<file path="config.mk">
export PLATFORM = sky130hd
export DESIGN_NAME = cont_sequenciador
export DESIGN_NICKNAME = d
export VERILOG_FILES = /design/src/rtl/cont_sequenciador.sv
export SDC_FILE = /design/constraint.sdc
export NUM_CORES = 1
export LEC_CHECK = 0
export ABC_CLOCK_PERIOD_IN_PS = 2800
export BUFFER_PORTS_ARGS = -buffer_cell sky130_fd_sc_hd__buf_2
export CAP_MARGIN = 10
export CORE_ASPECT_RATIO = 0.5
export CORE_UTILIZATION = 60
export DETAILED_ROUTE_END_ITERATION = 8
export GPL_TIMING_DRIVEN = 0
export PLACE_DENSITY_LB_ADDON = 0.05
export SYNTH_ARGS = -nofsm -noshare
export SYNTH_HDL_FRONTEND = slang
export SYNTH_SLANG_ARGS = --single-unit
export TNS_END_PERCENT = 30
</file>
<file path="constraint.sdc">
create_clock -name clock -period 2.8 [get_ports clock]
set_clock_uncertainty 0.15 [all_clocks]
set_input_delay 0 -clock clock [delete_from_list [all_inputs] [get_ports clock]]
set_output_delay 0 -clock clock [all_outputs]
set_load 0.005 [all_outputs]
</file>
<file path="src/rtl/cont_sequenciador.sv">
// cont_sequenciador: run controller for the auto-counter display path.
// Conditions start/pause/clear switch levels into edge commands, prescales
// the board clock into a count tick and sequences a 2-digit BCD count
// through IDLE/RUN/PAUSE/DONE.
// Build option: define CONT_AUTO_RELOAD_EN to wrap LIMIT -> 00 and stay in
// RUN (done becomes a one-cycle pulse) instead of stopping in DONE.
module cont_sequenciador #(
  parameter int DIV   = 50000000,  // clock cycles per count tick (>=2)
  parameter int LIMIT = 59         // terminal count, decimal 1..99
) (
  input  logic       clock,
  input  logic       reset,
  input  logic       btn_start,
  input  logic       btn_pause,
  input  logic       btn_clear,
  output logic [7:0] count_bcd,
  output logic       tick,
  output logic       running,
  output logic       done,
  output logic [1:0] estado
);

  localparam int             PW        = $clog2(DIV);
  localparam logic [PW-1:0]  PRE_MAX   = PW'(DIV - 1);
  localparam logic [7:0]     LIMIT_BCD = {4'(LIMIT / 10), 4'(LIMIT % 10)};

  typedef enum logic [1:0] {
    IDLE  = 2'b00,
    RUN   = 2'b01,
    PAUSE = 2'b10,
    DONE  = 2'b11
  } state_t;

  // bit order in the conditioning pipes: {clear, pause, start}
  logic [2:0] sync1, sync2, prev;
  logic [2:0] cmd;
  logic       cmd_start, cmd_pause, cmd_clear;

  state_t        state, state_n;
  logic [7:0]    cnt, cnt_n, cnt_inc;
  logic [PW-1:0] pre, pre_n;
  logic          tick_n, done_n;
  logic          wrap;

  // one BCD step: units roll into tens, tens saturate-wrap at 9
  function automatic logic [7:0] bcd_inc(input logic [7:0] v);
    logic [3:0] t, u;
    t = v[7:4];
    u = v[3:0];
    if (u == 4'd9) begin
      u = 4'd0;
      t = (t == 4'd9) ? 4'd0 : t + 4'd1;
    end else begin
      u = u + 4'd1;
    end
    return {t, u};
  endfunction

  // two-flop synchronizer plus previous-value flop for edge detection
  always_ff @(posedge clock or posedge reset) begin
    if (reset) begin
      sync1 <= '0;
      sync2 <= '0;
      prev  <= '0;
    end else begin
      sync1 <= {btn_clear, btn_pause, btn_start};
      sync2 <= sync1;
      prev  <= sync2;
    end
  end

  // a command is the rising edge of the synchronized level only
  assign cmd       = sync2 & ~prev;
  assign cmd_start = cmd[0];
  assign cmd_pause = cmd[1];
  assign cmd_clear = cmd[2];

  assign wrap    = (pre == PRE_MAX);
  assign cnt_inc = bcd_inc(cnt);

  // next-state, prescaler and count; clear > pause > start
  always_comb begin
    state_n = state;
    cnt_n   = cnt;
    pre_n   = pre;
    tick_n  = 1'b0;
    done_n  = 1'b0;
    if (cmd_clear) begin
      state_n = IDLE;
      cnt_n   = 8'h00;
      pre_n   = '0;
    end else begin
      case (state)
        IDLE: if (cmd_start) begin
          state_n = RUN;
          pre_n   = '0;
        end
        RUN: begin
          if (cmd_pause) begin
            // pause wins over a coincident wrap: prescaler and count hold
            state_n = PAUSE;
          end else if (wrap) begin
            pre_n  = '0;
            tick_n = 1'b1;
`ifdef CONT_AUTO_RELOAD_EN
            if (cnt == LIMIT_BCD) begin
              cnt_n  = 8'h00;
              done_n = 1'b1;
            end else begin
              cnt_n = cnt_inc;
            end
`else
            cnt_n = cnt_inc;
            if (cnt_inc == LIMIT_BCD) state_n = DONE;
`endif
          end else begin
            pre_n = pre + PW'(1);
          end
        end
        PAUSE: if (cmd_pause || cmd_start) state_n = RUN;
        DONE: if (cmd_start) begin
          state_n = RUN;
          cnt_n   = 8'h00;
          pre_n   = '0;
        end
        default: state_n = IDLE;
      endcase
    end
`ifndef CONT_AUTO_RELOAD_EN
    // done is a level tracking the DONE state
    done_n = (state_n == DONE);
`endif
  end

  // state, count, prescaler and registered status outputs
  always_ff @(posedge clock or posedge reset) begin
    if (reset) begin
      state <= IDLE;
      cnt   <= 8'h00;
      pre   <= '0;
      tick  <= 1'b0;
      done  <= 1'b0;
    end else begin
      state <= state_n;
      cnt   <= cnt_n;
      pre   <= pre_n;
      tick  <= tick_n;
      done  <= done_n;
    end
  end

  assign count_bcd = cnt;
  assign estado    = state;
  assign running   = (state == RUN);

endmodule

</file>
=== After elaboration in Yosys (flattened, before gate mapping) ===
Cells that the tools add are included.

* Bitwise operators: 2
* Muxes and demuxes: 24
* Equality and inequality tests: 12
* Reductions and logical operators: 7
* $add $sub $neg: 3

{| class="wikitable"
|+ Operators with widths
! operator !! count
|-
| $mux W26 || 4
|-
| $pmux W26 S2 || 1
|-
| $mux W8 || 4
|-
| $add A26 B1 Y26 const B || 1
|-
| $eq A26 B26 Y1 const B || 1
|-
| $pmux W8 S2 || 1
|-
| $mux W2 || 6
|-
| $mux W4 || 3
|-
| $add A4 B1 Y4 const B || 2
|-
| $eq A4 B4 Y1 const B || 2
|-
| $eq A8 B7 Y1 const B || 1
|-
| $eq A2 B2 Y1 const B || 3
|-
| $ne A3 B1 Y1 const B || 2
|-
| $pmux W2 S3 || 1
|-
| $reduce_bool A3 Y1 || 2
|-
| $mux W1 || 4
|-
| $reduce_and A4 Y1 || 1
|-
| $and A3 B3 Y3 || 1
|-
| $ne A3 B2 Y1 const B || 1
|-
| $ne A3 B3 Y1 const B || 1
|-
| $not A3 Y3 || 1
|-
| $reduce_and A3 Y1 || 1
|-
| $eq A2 B1 Y1 const B || 1
|-
| $logic_not A2 Y1 || 1
|-
| 2 further kinds || 2
|}

* Logic and storage cells: 56
* Bits of input ports: 5
* Output and inout bits: 13
* Bits in registers: 47

=== Logic depth before layout (Yosys ltp) ===
Gate-level depths: netlist of the first run.

* Word-level depth: 10
* Gate-level depth with buffers: 8

=== Worst setup path after synthesis of the first run ===
No wires, ideal clock.

* Path kind: register -> register
* Start: reg state[0] (netlist: estado[0])
* End: reg pre[25]
* Arrival: 1958 ps
* Buffers on the path: 1
* Library setup time: 77 ps
* Data required time: 2573 ps
* Path slack: 614 ps
* Cell stages (with the launch flop): 8
* Clock period less this slack: 2186 ps
* Path through: dfrtp_1 inv_1 ha_1 a221oi_1 buf_2 o211ai_1 or3_1 a21oi_1

* Longest elaborated chain between the ends: 4

{| class="wikitable"
|+ RTL lines
! what !! RTL line !! text
|-
| start, declared || 39 || <nowiki>state_t state, state_n;</nowiki>
|-
| start signal, assigned || 144 || <nowiki>state <= state_n;</nowiki>
|-
| $eq A2 B2 Y1 / $logic_not A2 Y1 (equally long branches) || 93 || <nowiki>case (state)</nowiki>
|-
| $reduce_or A2 Y1 (no source line) || n/a ||
|-
| $ne A3 B1 Y1 (no source line) (tied with other cells) || n/a ||
|-
| $reduce_and A3 Y1 (no source line) / $mux W26 (equally long branches) || n/a ||
|-
| end signal, assigned || 146 || <nowiki>pre <= pre_n;</nowiki>
|-
| end, declared || 41 || <nowiki>logic [PW-1:0] pre, pre_n;</nowiki>
|}

Several ways; a longest one is shown, not always the timed one.
A chain may end at the register's enable or synchronous reset.

=== Worst setup path in the final report of the first run ===
* Start: reg pre[0]
* End: reg cnt[5] (netlist: count_bcd[5])

* Longest elaborated chain between the ends: 3

{| class="wikitable"
|+ RTL lines
! what !! RTL line !! text
|-
| $eq A26 B26 Y1 || 78 || <nowiki>assign wrap = (pre == PRE_MAX);</nowiki>
|-
| $ne A3 B1 Y1 (no source line) || n/a ||
|-
| $reduce_and A4 Y1 (no source line) || n/a ||
|-
| end signal, assigned || 145 || <nowiki>cnt <= cnt_n;</nowiki>
|-
| end, declared || 40 || <nowiki>logic [7:0] cnt, cnt_n, cnt_inc;</nowiki>
|}

No other way between the ends.

==> Flow_metrics.wiki, run 1 <==
{| class="wikitable"
! Metric !! Value
|-
| Run status || finished clean
|-
| Number of buffer cells added on primary ports || 17
|-
| Largest fanout on the critical path || 10
|-
| Clock transition at the registers of the reported paths || 0.09 ns
|-
| Area of the multi-input gates || 1363 um2
|-
| Effective utilization at floorplan || 64.98%
|-
| Peak supply drop || approximately 0.00029 V
|-
| Number of enable-type register cells in the synthesized netlist || 0
|-
| Proportion of synthesized flip-flops having asynchronous set or reset || 100.0%
|-
| Sum of net half-perimeters after detailed placement || approximately 4.2 mm
|-
| Beginning of the worst register-to-register path || pre[0]$_DFFE_PP0P_
|-
| Grt ovf || 0
|-
| Wire length of the first global-routing pass || about 9.8 mm
|-
| Total negative slack for setup checks || 0 ns
|-
| Clock tree from TritonCTS || yes
|-
| Final-report hold violation count || 0
|-
| Remaining antenna violation count after routing || 0
|-
| Share of synthesized area occupied by flip-flops and latches || 44.76%
|-
| Crit path arrival time || 2.56 ns
|-
| DP Cell Count || 355
|-
| Post-Route Utilization || 72.71%
|-
| Critical path endpoint category || flop
|-
| Maximum clock frequency || around 400 MHz
|-
| Power Dens Cells || around 450 nW/um2
|-
| Area of the die || between 4000 and 5000 um2
|-
| Total global routing track utilization || a little over a quarter
|-
| Fin crit share || ~90%
|-
| Drt total wl || 5.888 mm
|-
| Min Clock Period, post-route || 2.516 ns
|-
| Routed length per instance || roughly 16 um
|-
| Cell breakdown of the critical path || ha_1, and3_1, nand4_1, nor3_2, o21ai_0, mux2_2
|-
| Post-Synthesis Cells || approximately 280
|-
| Synth unique cells || 56
|-
| Hold Crit Class || in -> async
|-
| H-Tree Level Count || 2
|-
| Most used DFF post-synth || sky130_fd_sc_hd__dfrtp_1
|-
| 1st-pass router iterations || 8
|-
| Cell area after technology mapping || ~2600 um2
|-
| Cell at the slowest stage of the critical path || sky130_fd_sc_hd__nor3_2
|-
| Number of fillers in the final layout || ~320
|-
| Commonest non-fill, non-tap cells in the layout || 47 x sky130_fd_sc_hd__dfrtp_1, 29 x sky130_fd_sc_hd__o21ai_0, 24 x sky130_fd_sc_hd__nor2_1
|-
| Storage cell area || between 1000 and 1500 um2
|-
| Headroom to the max-slew limit || between 50 and 60%
|-
| Vias || 2339
|-
| Worst path setup slack after routing || about 0.28 ns
|-
| Synth Net Count || 292
|-
| Inserted Diodes || 0
|-
| Number of setup violations in the final report || 0
|-
| CTS root buf || sky130_fd_sc_hd__clkbuf_8
|-
| Core Footprint || a little over 4000 um2
|-
| Vias per std cell || between 6 and 7
|-
| TritonCTS sink count || 47
|-
| Count of yosys warnings during synthesis || 0
|-
| WS Path Type || reg -> reg
|-
| Worst-skew pair later-pin latency || roughly 0.31 ns
|-
| Post-place instance area || 2800 um2
|-
| Pin count of the biggest net entering global routing || 34
|-
| Post-placement setup slack || 0.1891 ns
|-
| Total leakage power || about 0.0012 uW
|-
| Cell area after layout || between 2000 and 3000 um2
|-
| DIE WIDTH || about 96 um
|-
| Kind of cell with the highest combined delay on the critical path || simple AND/OR/NAND/NOR gates
|-
| Required time of the critical path || between 2 and 3 ns
|-
| Layout cell share with drive strength beyond 1 || 14.38%
|-
| Number of top-level pins || 18
|-
| Final net count || around 320
|-
| Nature of the critical path startpoint || flop
|-
| TritonCTS Buffers || 5
|-
| Worst R2R Path Depth || 6
|-
| Average cell area after synthesis || slightly above 9 um2
|-
| Setup repair after global routing missed its margin || false
|-
| Antenna violations before repair || 0
|-
| First-iteration detailed-routing DRC count || ~220
|-
| Tightest Pin Transition || 0.6506 ns
|-
| Critical R2R Capture || count_bcd[5]$_DFFE_PP0P_
|-
| Number of buffers and inverters on the critical path || 0
|-
| Post-CTS setup buffer count || 0
|-
| Number of global-route vias before repair || around 2100
|-
| Final GP Congestion || a little under 0.9
|-
| Final-report max-slew violation count || 0
|-
| Count of unresolved DRC violations after routing || 0
|-
| Syn-to-layout area delta || 11.90%
|-
| Max incr delay on CP || 0.53 ns
|-
| Final Non-Filler Cells || between 300 and 400
|-
| Register-to-register setup slack || 0.28 ns
|-
| Count of standard-cell rows || 16
|-
| Die outline height || approximately 49 um
|-
| Most common library cell in the layout ignoring fill and taps || sky130_fd_sc_hd__dfrtp_1
|-
| Maximum root-to-sink buffer count || 2
|-
| Max-cap violations || 0
|-
| Flop and latch count out of synthesis || between 40 and 50
|}
## layout make-up
cell class	count	area share [%]
multi-input cells	217	46.34
well taps	54	2.298
inverters	6	0.7660
repair buffers	22	4.936
flip-flops and latches	47	40.00
plain buffers	13	2.255
clock buffers	8	3.404
## registers in the layout (all words and copies together), names as in the netlist
register and cells:
done 1, sync2 3, sync1 3, count_bcd 8, prev 3, estado 2, pre 26, tick 1
## stage by stage
step                total power (uW)  hold WS (ns)
floorplan                      815.3       -0.1186
global placement               851.7      -0.04243
detailed placement             861.7       -0.1652
CTS                             1318       0.05402
global route                    1364       0.08970
finish                          1310       0.03607
## report_power, final
group / leakage, uW / switching [uW] / internal [uW]
Combinational: 0.000522 / 103 / 50.4
Clock: 0.0000515 / 230 / 226
Sequential: 0.000635 / 10.2 / 691
## per-layer routing
metal	track usage [%]	vias up	share of wire [%]
met3	6.698	17	7.8
met1	36.41	1096	44
met5	0	-	0
met2	45.48	110	47
met4	6.716	0	1.3
li1	-	1116	-
## synthesized netlist by cell type, types with 2 or more instances
master | n | area (um2)
sky130_fd_sc_hd__buf_1 | 2 | 7.510
sky130_fd_sc_hd__nand3b_1 | 2 | 15.01
sky130_fd_sc_hd__nand2_1 | 17 | 63.81
sky130_fd_sc_hd__mux2_2 | 3 | 33.78
sky130_fd_sc_hd__nand3_1 | 12 | 60.06
sky130_fd_sc_hd__and3_1 | 7 | 43.79
sky130_fd_sc_hd__nand2b_1 | 7 | 43.79
sky130_fd_sc_hd__o211ai_1 | 5 | 37.54
sky130_fd_sc_hd__inv_1 | 6 | 22.52
sky130_fd_sc_hd__and4_1 | 2 | 17.52
sky130_fd_sc_hd__or4_1 | 2 | 15.01
sky130_fd_sc_hd__a211oi_1 | 2 | 15.01
sky130_fd_sc_hd__o21ai_0 | 30 | 150.1
sky130_fd_sc_hd__dfrtp_1 | 47 | 1176
sky130_fd_sc_hd__xor2_1 | 7 | 61.31
sky130_fd_sc_hd__o31ai_1 | 3 | 22.52
sky130_fd_sc_hd__nor4_1 | 4 | 25.02
sky130_fd_sc_hd__o2bb2ai_1 | 2 | 17.52
sky130_fd_sc_hd__a31oi_1 | 7 | 43.79
sky130_fd_sc_hd__nor3b_1 | 2 | 15.01
sky130_fd_sc_hd__nor2b_1 | 5 | 31.28
sky130_fd_sc_hd__and2_1 | 2 | 12.51
sky130_fd_sc_hd__o22ai_1 | 2 | 12.51
sky130_fd_sc_hd__ha_1 | 4 | 50.05
sky130_fd_sc_hd__nand4_1 | 7 | 43.79
sky130_fd_sc_hd__nor3_1 | 3 | 15.01
sky130_fd_sc_hd__buf_2 | 2 | 10.01
sky130_fd_sc_hd__clkbuf_1 | 6 | 22.52
sky130_fd_sc_hd__nand4b_1 | 3 | 26.28
sky130_fd_sc_hd__buf_4 | 2 | 15.01
sky130_fd_sc_hd__nor2_1 | 24 | 90.09
sky130_fd_sc_hd__o2111ai_1 | 3 | 26.28
sky130_fd_sc_hd__or3_1 | 11 | 68.82
sky130_fd_sc_hd__a21oi_1 | 18 | 90.09
## worst max-delay path by stage
stage / depth (start not counted) / from / endpoint
after global placement: 7 / pre[0]$_DFFE_PP0P_ / pre[22]$_DFFE_PP0P_
after global routing: 7 / pre[0]$_DFFE_PP0P_ / pre[13]$_DFFE_PP0P_
after detailed placement: 7 / pre[0]$_DFFE_PP0P_ / pre[19]$_DFFE_PP0P_
after floorplan: 7 / estado[0]$_DFF_PP0_ / pre[25]$_DFFE_PP0P_
after CTS: 7 / pre[0]$_DFFE_PP0P_ / pre[13]$_DFFE_PP0P_
final: 6 / pre[0]$_DFFE_PP0P_ / count_bcd[5]$_DFFE_PP0P_
## worst reg2reg max path: cells and delay by family (launching register included)
kind                       cells  cell delay [ns]
and+or+nand+nor                3             1.10
DFF                            1             0.41
muxes                          1             0.31
adders and majority gates      1             0.22
AOI/OAI and AO/OA              1             0.22
## timing repair
item,in CTS,in global routing
endpoints found under the setup margin,0,11
hold buffers,4,0
hold endpoints to repair,50,0
resized for setup,0,1
## cell families (layout without fill, tap and decap cells)
| family | after synthesis | in the layout | synth area share, % |
|---|---|---|---|
| and+or+nand+nor | 119 | 119 | 26.38 |
| DFF | 47 | 47 | 44.76 |
| muxes | 3 | 3 | 1.286 |
| AOI/OAI and AO/OA | 84 | 84 | 19.95 |
| buffers and inverters | 19 | 49 | 3.381 |
| adders and majority gates | 4 | 4 | 1.905 |
| xor gates and xnor gates | 7 | 7 | 2.333 |
(Power assumes the default switching activity.)
==> inputs of run 2 (changes only) <==
ABC_AREA = 1   (was not set)
CORE_MARGIN = 2   (was not set)
PLACE_DENSITY = 0.78   (was not set)
PLACE_DENSITY_LB_ADDON = not set   (was 0.05)
==> Flow_metrics.wiki, run 2 <==
{| class="wikitable"
! Metric !! Value
|-
| Required time of the critical path || 2.86 ns (+0.02 ns)
|-
| Largest area contributor in the netlist || sky130_fd_sc_hd__dfrtp_1
|-
| Total leakage power || 0.001470 uW (+22%)
|-
| Vias || 2297 (-1.8%)
|-
| Clock power frac || 24.4% (-10 points)
|-
| Fin crit share || 77.13% (-13 points)
|-
| Core Footprint || 4064 um2 (+0.50%)
|-
| Drt total wl || 5.538 mm (-5.9%)
|-
| Vias per std cell || 5.379 (-16%)
|-
| CTS root buf || sky130_fd_sc_hd__clkbuf_8
|-
| Share of synthesized area occupied by flip-flops and latches || 44.61% (-0.15 points)
|-
| Met3 capacity usage during global routing || 5.472% (-1.2 points)
|-
| Most used DFF post-synth || sky130_fd_sc_hd__dfrtp_1
|-
| Final GP Congestion || 0.9055 (+3.0%)
|-
| WS Path Type || reg -> reg
|-
| H-Tree Level Count || 2 (unchanged)
|-
| Commonest non-fill, non-tap cells in the layout || 72 x sky130_fd_sc_hd__nand2_1, 54 x sky130_fd_sc_hd__inv_1, 47 x sky130_fd_sc_hd__dfrtp_1
|-
| Antenna violations before repair || 0 (unchanged)
|-
| Tightest Pin Transition || 0.4216 ns (-0.2290 ns)
|-
| Clock transition at the registers of the reported paths || 0.10 ns (about the same)
|-
| Layout cell share with drive strength beyond 1 || 16.62% (+2.2 points)
|-
| Final-report max-slew violation count || 0 (unchanged)
|-
| Number of enable-type register cells in the synthesized netlist || 0 (unchanged)
|-
| Syn-to-layout area delta || 12.72%
|-
| Number of buffers added to fix hold violations after cts || 5 (+1)
|-
| Leading cell types by count after synthesis || 72 x sky130_fd_sc_hd__nand2_1, 55 x sky130_fd_sc_hd__inv_1, 47 x sky130_fd_sc_hd__dfrtp_1
|-
| Flop and latch count out of synthesis || 47 (unchanged)
|-
| Cell with the most instances after synthesis || sky130_fd_sc_hd__nand2_1
|-
| Resized Gates After CTS || 0 (unchanged)
|-
| Pin count of the biggest net entering global routing || 39 (+15%)
|-
| Largest reg by FF count || pre
|-
| Biggest area contributors in the synthesized netlist || sky130_fd_sc_hd__dfrtp_1 45%, sky130_fd_sc_hd__nand2_1 10%, sky130_fd_sc_hd__inv_1 7.8%, sky130_fd_sc_hd__nor2_1 5.1%, sky130_fd_sc_hd__o21ai_0 4.6%
|-
| Average cell area after synthesis || 7.708 um2 (-17%)
|-
| Total negative slack for setup checks || 0 ns (unchanged)
|-
| Wire length of the first global-routing pass || 9.880 mm (+1.3%)
|-
| Sum of net half-perimeters after detailed placement || 3.961 mm (-6.0%)
|-
| Worst-skew pair later-pin latency || 0.31 ns (about the same)
|-
| Min Clock Period, post-route || 2.160 ns (-0.3566 ns)
|-
| Power Dens Cells || 703.6 nW/um2 (+58%)
|-
| Largest fanout on the critical path || 10 (unchanged)
|-
| Grt ovf || 0 (unchanged)
|-
| Cell area after technology mapping || 2636 um2 (+0.33%)
|-
| Routed length per instance || 12.97 um (-19%)
|-
| Internal power || 1291 uW (+34%)
|-
| Die outline height || 50.87 um (+4.3%)
|-
| Proportion of synthesized flip-flops having asynchronous set or reset || 100.0% (unchanged)
|-
| Final Non-Filler Cells || 427 (+16%)
|-
| GR peak layer || met2
|-
| Max reg flops || 26 (unchanged)
|-
| Run status || finished clean
|-
| TritonCTS Buffers || 5 (unchanged)
|-
| Met2 Use GR || 43.91% (-1.6 points)
|-
| Critical path endpoint category || flop
|-
| Maximum root-to-sink buffer count || 2 (unchanged)
|-
| Synth Net Count || 351 (+20%)
|-
| Global-route track usage on met1 || 31.67% (-4.7 points)
|-
| PnR Total Power || 2091 uW (+60%)
|-
| Post-CTS setup buffer count || 0 (unchanged)
|-
| TritonCTS sink count || 47 (unchanged)
|-
| Headroom to the max-slew limit || 71.89% (+15 points)
|-
| Count of yosys warnings during synthesis || 0 (unchanged)
|-
| Effective utilization at floorplan || 64.87% (-0.10 points)
|-
| Number of buffer cells added on primary ports || 17 (unchanged)
|-
| Crit path arrival time || 2.22 ns (-0.34 ns)
|-
| Maximum clock frequency || 463.0 MHz (+17%)
|-
| Hold Crit Class || in -> reg
|-
| Hold slack || 0.1784 ns (+0.1423 ns)
|-
| Share of total power consumed by net switching || 38.27% (+12 points)
|-
| Count of standard-cell rows || 16 (unchanged)
|-
| Peak supply drop || 0.0003144 V (+10%)
|-
| Number of global-route vias before repair || 2267 (+8.7%)
|-
| DP Cell Count || 414 (+17%)
|-
| Inserted Diodes || 0 (unchanged)
|-
| Setup repair after global routing missed its margin || false
|-
| Nature of the critical path startpoint || flop
|-
| Number of top-level pins || 18 (unchanged)
|-
| Clock tree from TritonCTS || yes
|-
| DIE WIDTH || 97.74 um (+2.3%)
|-
| Final net count || 381 (+19%)
|-
| First-iteration detailed-routing DRC count || 113 (-48%)
|-
| Net switching component of the power || 800.3 uW (+130%)
|-
| Count of unresolved DRC violations after routing || 0 (unchanged)
|-
| Post-Synthesis Cells || 342 (+21%)
|-
| Portion of total power attributed to combinational logic || 36.6% (+25 points)
|-
| Total global routing track utilization || 25.06% (-2.4 points)
|-
| Final-report hold violation count || 0 (unchanged)
|-
| Most common library cell in the layout ignoring fill and taps || sky130_fd_sc_hd__nand2_1
|-
| Max-cap violations || 0 (unchanged)
|-
| Synth unique cells || 31 (-45%)
|-
| Number of setup violations in the final report || 0 (unchanged)
|-
| Part of the total power dissipated in sequential elements || 39.0% (-15 points)
|-
| Share of the synthesized area in the top cell type || 44.61% (-0.15 points)
|-
| Area of the die || 4972 um2 (+6.6%)
|-
| 1st-pass router iterations || 6 (-2)
|-
| Remaining antenna violation count after routing || 0 (unchanged)
|}
## run 2: cell families after synthesis
group           after synthesis  synth area share (%)
simple gates                174                 31.61
buf+inv                      63                 9.824
compound gates               52                 11.39
flops                        47                 44.61
fa+ha+maj                     4                 1.899
xor+xnor                      2                0.6646
## run 2: final timing paths
kind,from,end,slack [ns],cells past startpoint
min,btn_clear,sync1[2]$_DFF_PP0_,0.18,2
max reg2reg,estado[0]$_DFF_PP0_,pre[22]$_DFFE_PP0P_,0.64,13
max,estado[0]$_DFF_PP0_,pre[22]$_DFFE_PP0P_,0.64,13
min reg2reg,sync1[1]$_DFF_PP0_,sync2[1]$_DFF_PP0_,0.21,0
min in group asynchronous,reset,prev[2]$_DFF_PP0_,0.57,4
max in group asynchronous,reset,pre[10]$_DFFE_PP0P_,1.46,5
## run 2: worst max-delay path: stages (launching register included)
cell,delay [ns]
sky130_fd_sc_hd__dfrtp_1,0.47
sky130_fd_sc_hd__inv_1,0.09
sky130_fd_sc_hd__ha_1,0.35
sky130_fd_sc_hd__nand2_1,0.08
sky130_fd_sc_hd__nand2_1,0.04
sky130_fd_sc_hd__nand2_1,0.06
sky130_fd_sc_hd__nand2_1,0.09
sky130_fd_sc_hd__buf_4,0.18
sky130_fd_sc_hd__nor2_4,0.11
sky130_fd_sc_hd__nand2_2,0.10
sky130_fd_sc_hd__nor3_4,0.16
sky130_fd_sc_hd__nand2_1,0.07
sky130_fd_sc_hd__nand2_1,0.06
sky130_fd_sc_hd__nor2_1,0.04
## run 2: per-layer routing
metal | wire length [um] | vias up | share of wire (%)
met3 | 251 | 13 | 4.5
met5 | 0 | - | 0
met2 | 2672 | 59 | 48
li1 | - | 1155 | -
met4 | 85 | 0 | 1.5
met1 | 2528 | 1070 | 46
## run 2: final cells by class
type	instances	area, um2
Buffer	4	37.54
Clock buffer	5	68.82
Clock inverter	3	43.79
Fill cell	308	1092
Inverter	59	221.5
Multi-Input combinational cell	232	1201
Sequential cell	47	1176
Tap cell	54	67.56
Timing Repair Buffer	23	155.1
## run 2: metrics by stage
step           cell area, um2  util [%]  setup slack (ns)
3_3_place_gp             2789     68.63            0.7247
5_1_grt                  2972     73.12            0.4468
2_1_floorplan            2636         -            0.9005
6_report                 2972     73.12            0.6404
4_1_cts                  2972     73.12            0.6597
3_5_place_dp             2809     69.12            0.6916
## run 2: power by group through the flow
stage,clock [uW],combinational [uW],sequential (uW)
2_1_floorplan,0,557,819
3_3_place_gp,0,733,825
3_5_place_dp,0,751,827
4_1_cts,521,761,815
5_1_grt,543,861,829
6_report,510,765,817
==> inputs of run 3 (changes only) <==
ABC_CLOCK_PERIOD_IN_PS = 1730   (was 2800)
CORE_UTILIZATION = 54   (was 60)
PLACE_DENSITY = 0.74   (was 0.78)
clock period = 1.73 ns   (was 2.8 ns; I/O delays follow)
==> Flow_metrics.wiki, run 3 (synthesis gave the netlist of run 2 again) <==
{| class="wikitable"
! Metric !! Value
|-
| Final-report max-slew violation count || 0 (unchanged)
|-
| Final-report hold violation count || 0 (unchanged)
|-
| Antenna violations before repair || 0 (unchanged)
|-
| Hold Crit Class || in -> async
|-
| Inserted Diodes || 0 (unchanged)
|-
| Count of unresolved DRC violations after routing || 0 (unchanged)
|-
| Headroom to the max-slew limit || 69.44% (-2.5 points)
|-
| Run status || finished with violations
|-
| Pin count of the biggest net entering global routing || 28 (-28%)
|-
| Clock transition at the registers of the reported paths || 0.10 ns (about the same)
|-
| Final GP Congestion || 0.8649 (-4.5%)
|-
| Number of setup violations in the final report || 33 (+33)
|-
| Count of standard-cell rows || 17 (+1)
|-
| DP Cell Count || 426 (+2.9%)
|-
| Post-Route Utilization || 73.91% (+0.79 points)
|-
| Required time of the critical path || 1.79 ns (-1.07 ns)
|-
| Final Non-Filler Cells || 461 (+8.0%)
|-
| Fin crit share || 114.0% (+37 points)
|-
| Hold slack || 0.1413 ns (-0.03701 ns)
|-
| Tightest Pin Transition || 0.4543 ns (+0.03270 ns)
|-
| PnR Total Power || 3979 uW (+90%)
|-
| DIE WIDTH || 102.8 um (+5.2%)
|-
| Routed length per instance || 13.39 um (+3.2%)
|-
| Die outline height || 53.41 um (+5.0%)
|-
| 1st-pass router iterations || 5 (-1)
|-
| Critical path endpoint category || flop
|-
| Maximum root-to-sink buffer count || 2 (unchanged)
|-
| Commonest non-fill, non-tap cells in the layout || 63 x sky130_fd_sc_hd__nand2_1, 52 x sky130_fd_sc_hd__inv_1, 44 x sky130_fd_sc_hd__dfrtp_1
|-
| Failing checks || setup timing
|-
| Cell at the slowest stage of the critical path || sky130_fd_sc_hd__dfrtp_2
|-
| Maximum clock frequency || 507.2 MHz (+9.5%)
|-
| Number of buffer cells added on primary ports || 17 (unchanged)
|-
| Min Clock Period, post-route || 1.972 ns (-0.1879 ns)
|-
| Peak supply drop || 0.0007803 V (+150%)
|-
| Nature of the critical path startpoint || flop
|-
| Worst-skew pair later-pin latency || 0.31 ns (about the same)
|-
| Layout cell share with drive strength beyond 1 || 29.62% (+13 points)
|-
| Setup repair after global routing missed its margin || true
|-
| Number of global-route vias before repair || 2357 (+4.0%)
|-
| Power Dens Cells || 1183 nW/um2 (+68%)
|-
| Clock tree from TritonCTS || yes
|-
| WS Path Type || reg -> reg
|-
| Max-cap violations || 0 (unchanged)
|-
| First-iteration detailed-routing DRC count || 176 (+56%)
|-
| Syn-to-layout area delta || 27.62%
|-
| Kind of cell with the highest combined delay on the critical path || simple AND/OR/NAND/NOR gates
|-
| Worst path setup slack after routing || -0.2418 ns (-0.8821 ns)
|-
| TritonCTS sink count || 47 (unchanged)
|-
| Most common library cell in the layout ignoring fill and taps || sky130_fd_sc_hd__nand2_1
|-
| Remaining antenna violation count after routing || 0 (unchanged)
|-
| CTS root buf || sky130_fd_sc_hd__clkbuf_8
|-
| Max incr delay on CP || 0.45 ns (-0.02 ns)
|-
| Cell breakdown of the critical path || ha_2, nand2_2, inv_2, nand2_1, nand2_4, buf_6, nor2_4, nand2_4, nor3_4, buf_4, nor3_2
|-
| Final net count || 403 (+5.8%)
|-
| TritonCTS Buffers || 5 (unchanged)
|-
| Total global routing track utilization || 25.01% (-0.054 points)
|-
| Sum of net half-perimeters after detailed placement || 4.019 mm (+1.5%)
|-
| Vias per std cell || 5.401 (+0.41%)
|-
| Max reg flops || 26 (unchanged)
|-
| Area of the die || 5491 um2 (+10%)
|-
| Most used cell, CP || sky130_fd_sc_hd__nand2_4
|-
| Largest reg by FF count || pre
|-
| Total leakage power || 0.001657 uW (+13%)
|-
| Wire length of the first global-routing pass || 10.34 mm (+4.6%)
|-
| Effective utilization at floorplan || 57.92% (-7.0 points)
|-
| Number of fillers in the final layout || 351 (+14%)
|-
| Core Footprint || 4552 um2 (+12%)
|-
| Vias || 2490 (+8.4%)
|-
| H-Tree Level Count || 2 (unchanged)
|-
| Total negative slack for setup checks || -3.117 ns (-3.117 ns)
|-
| Largest fanout on the critical path || 5 (-5)
|-
| Drt total wl || 6.172 mm (+11%)
|-
| Number of buffers and inverters on the critical path || 3 (+1)
|-
| Number of top-level pins || 18 (unchanged)
|-
| Crit path arrival time || 2.03 ns (-0.19 ns)
|-
| Grt ovf || 0 (unchanged)
|}
-- run 3: metrics by stage --
stage,setup slack (ns),cell area (um2)
after CTS,-0.1593,3214
after detailed placement,-0.2623,2846
final,-0.2418,3364
after global routing,-0.3078,3364
after floorplan,-0.04206,2659
after global placement,-0.2669,2826
-- run 3: area by class of cell --
cell class	count	area, um2	area share [%]
Buffer	4	45.04	1.339
Clock buffer	5	68.82	2.045
Clock inverter	3	47.55	1.413
Inverter	59	230.2	6.843
Multi-Input combinational cell	233	1400	41.61
Sequential cell	47	1180	35.07
Tap cell	66	82.58	2.454
Timing Repair Buffer	44	310.3	9.223
-- run 3: final timing paths --
kind,startpoint,end,slack (ns),cells past startpoint
setup / recovery,estado[0]$_DFF_PP0_,pre[18]$_DFFE_PP0P_,-0.24,11
hold / removal,reset,pre[0]$_DFFE_PP0P_,0.14,3
setup reg to reg,estado[0]$_DFF_PP0_,pre[18]$_DFFE_PP0P_,-0.24,11
hold reg to reg,sync1[0]$_DFF_PP0_,sync2[0]$_DFF_PP0_,0.20,0
max in group asynchronous,reset,pre[14]$_DFFE_PP0P_,0.76,4
min in group clock,btn_start,sync1[0]$_DFF_PP0_,0.18,2
-- run 3: routing by layer --
layer	vias to the layer above	part of all wire (%)	track usage [%]
li1	1205	-	-
met1	1196	44	29.93
met2	74	49	45.32
met3	15	5.4	5.416
met4	0	1.7	8.553
met5	-	0	0
-- run 3: report_power, final --
part	leakage (uW)	switching (uW)	internal, uW
combinational	0.000972	1030	780
clock	0.0000587	407	438
sequential	0.000626	118	1210
-- run 3: worst register-to-register path, stage by stage (launching register included) --
cell and delay (ns):
sky130_fd_sc_hd__dfrtp_2 0.45, sky130_fd_sc_hd__ha_2 0.22, sky130_fd_sc_hd__nand2_2 0.12, sky130_fd_sc_hd__inv_2 0.05, sky130_fd_sc_hd__nand2_1 0.09, sky130_fd_sc_hd__nand2_4 0.08, sky130_fd_sc_hd__buf_6 0.14, sky130_fd_sc_hd__nor2_4 0.13
sky130_fd_sc_hd__nand2_4 0.08, sky130_fd_sc_hd__nor3_4 0.19, sky130_fd_sc_hd__buf_4 0.14, sky130_fd_sc_hd__nor3_2 0.03
-- run 3: timing repair --
item / CTS / global route
setup buffers: 15 / 5
hold buffers: 4 / 0
resized for setup: 21 / 40
hold endpoints to repair: 50 / 0
setup endpoints to repair: 37 / 37
gates cloned: 3 / 0
pin swaps: 11 / 13
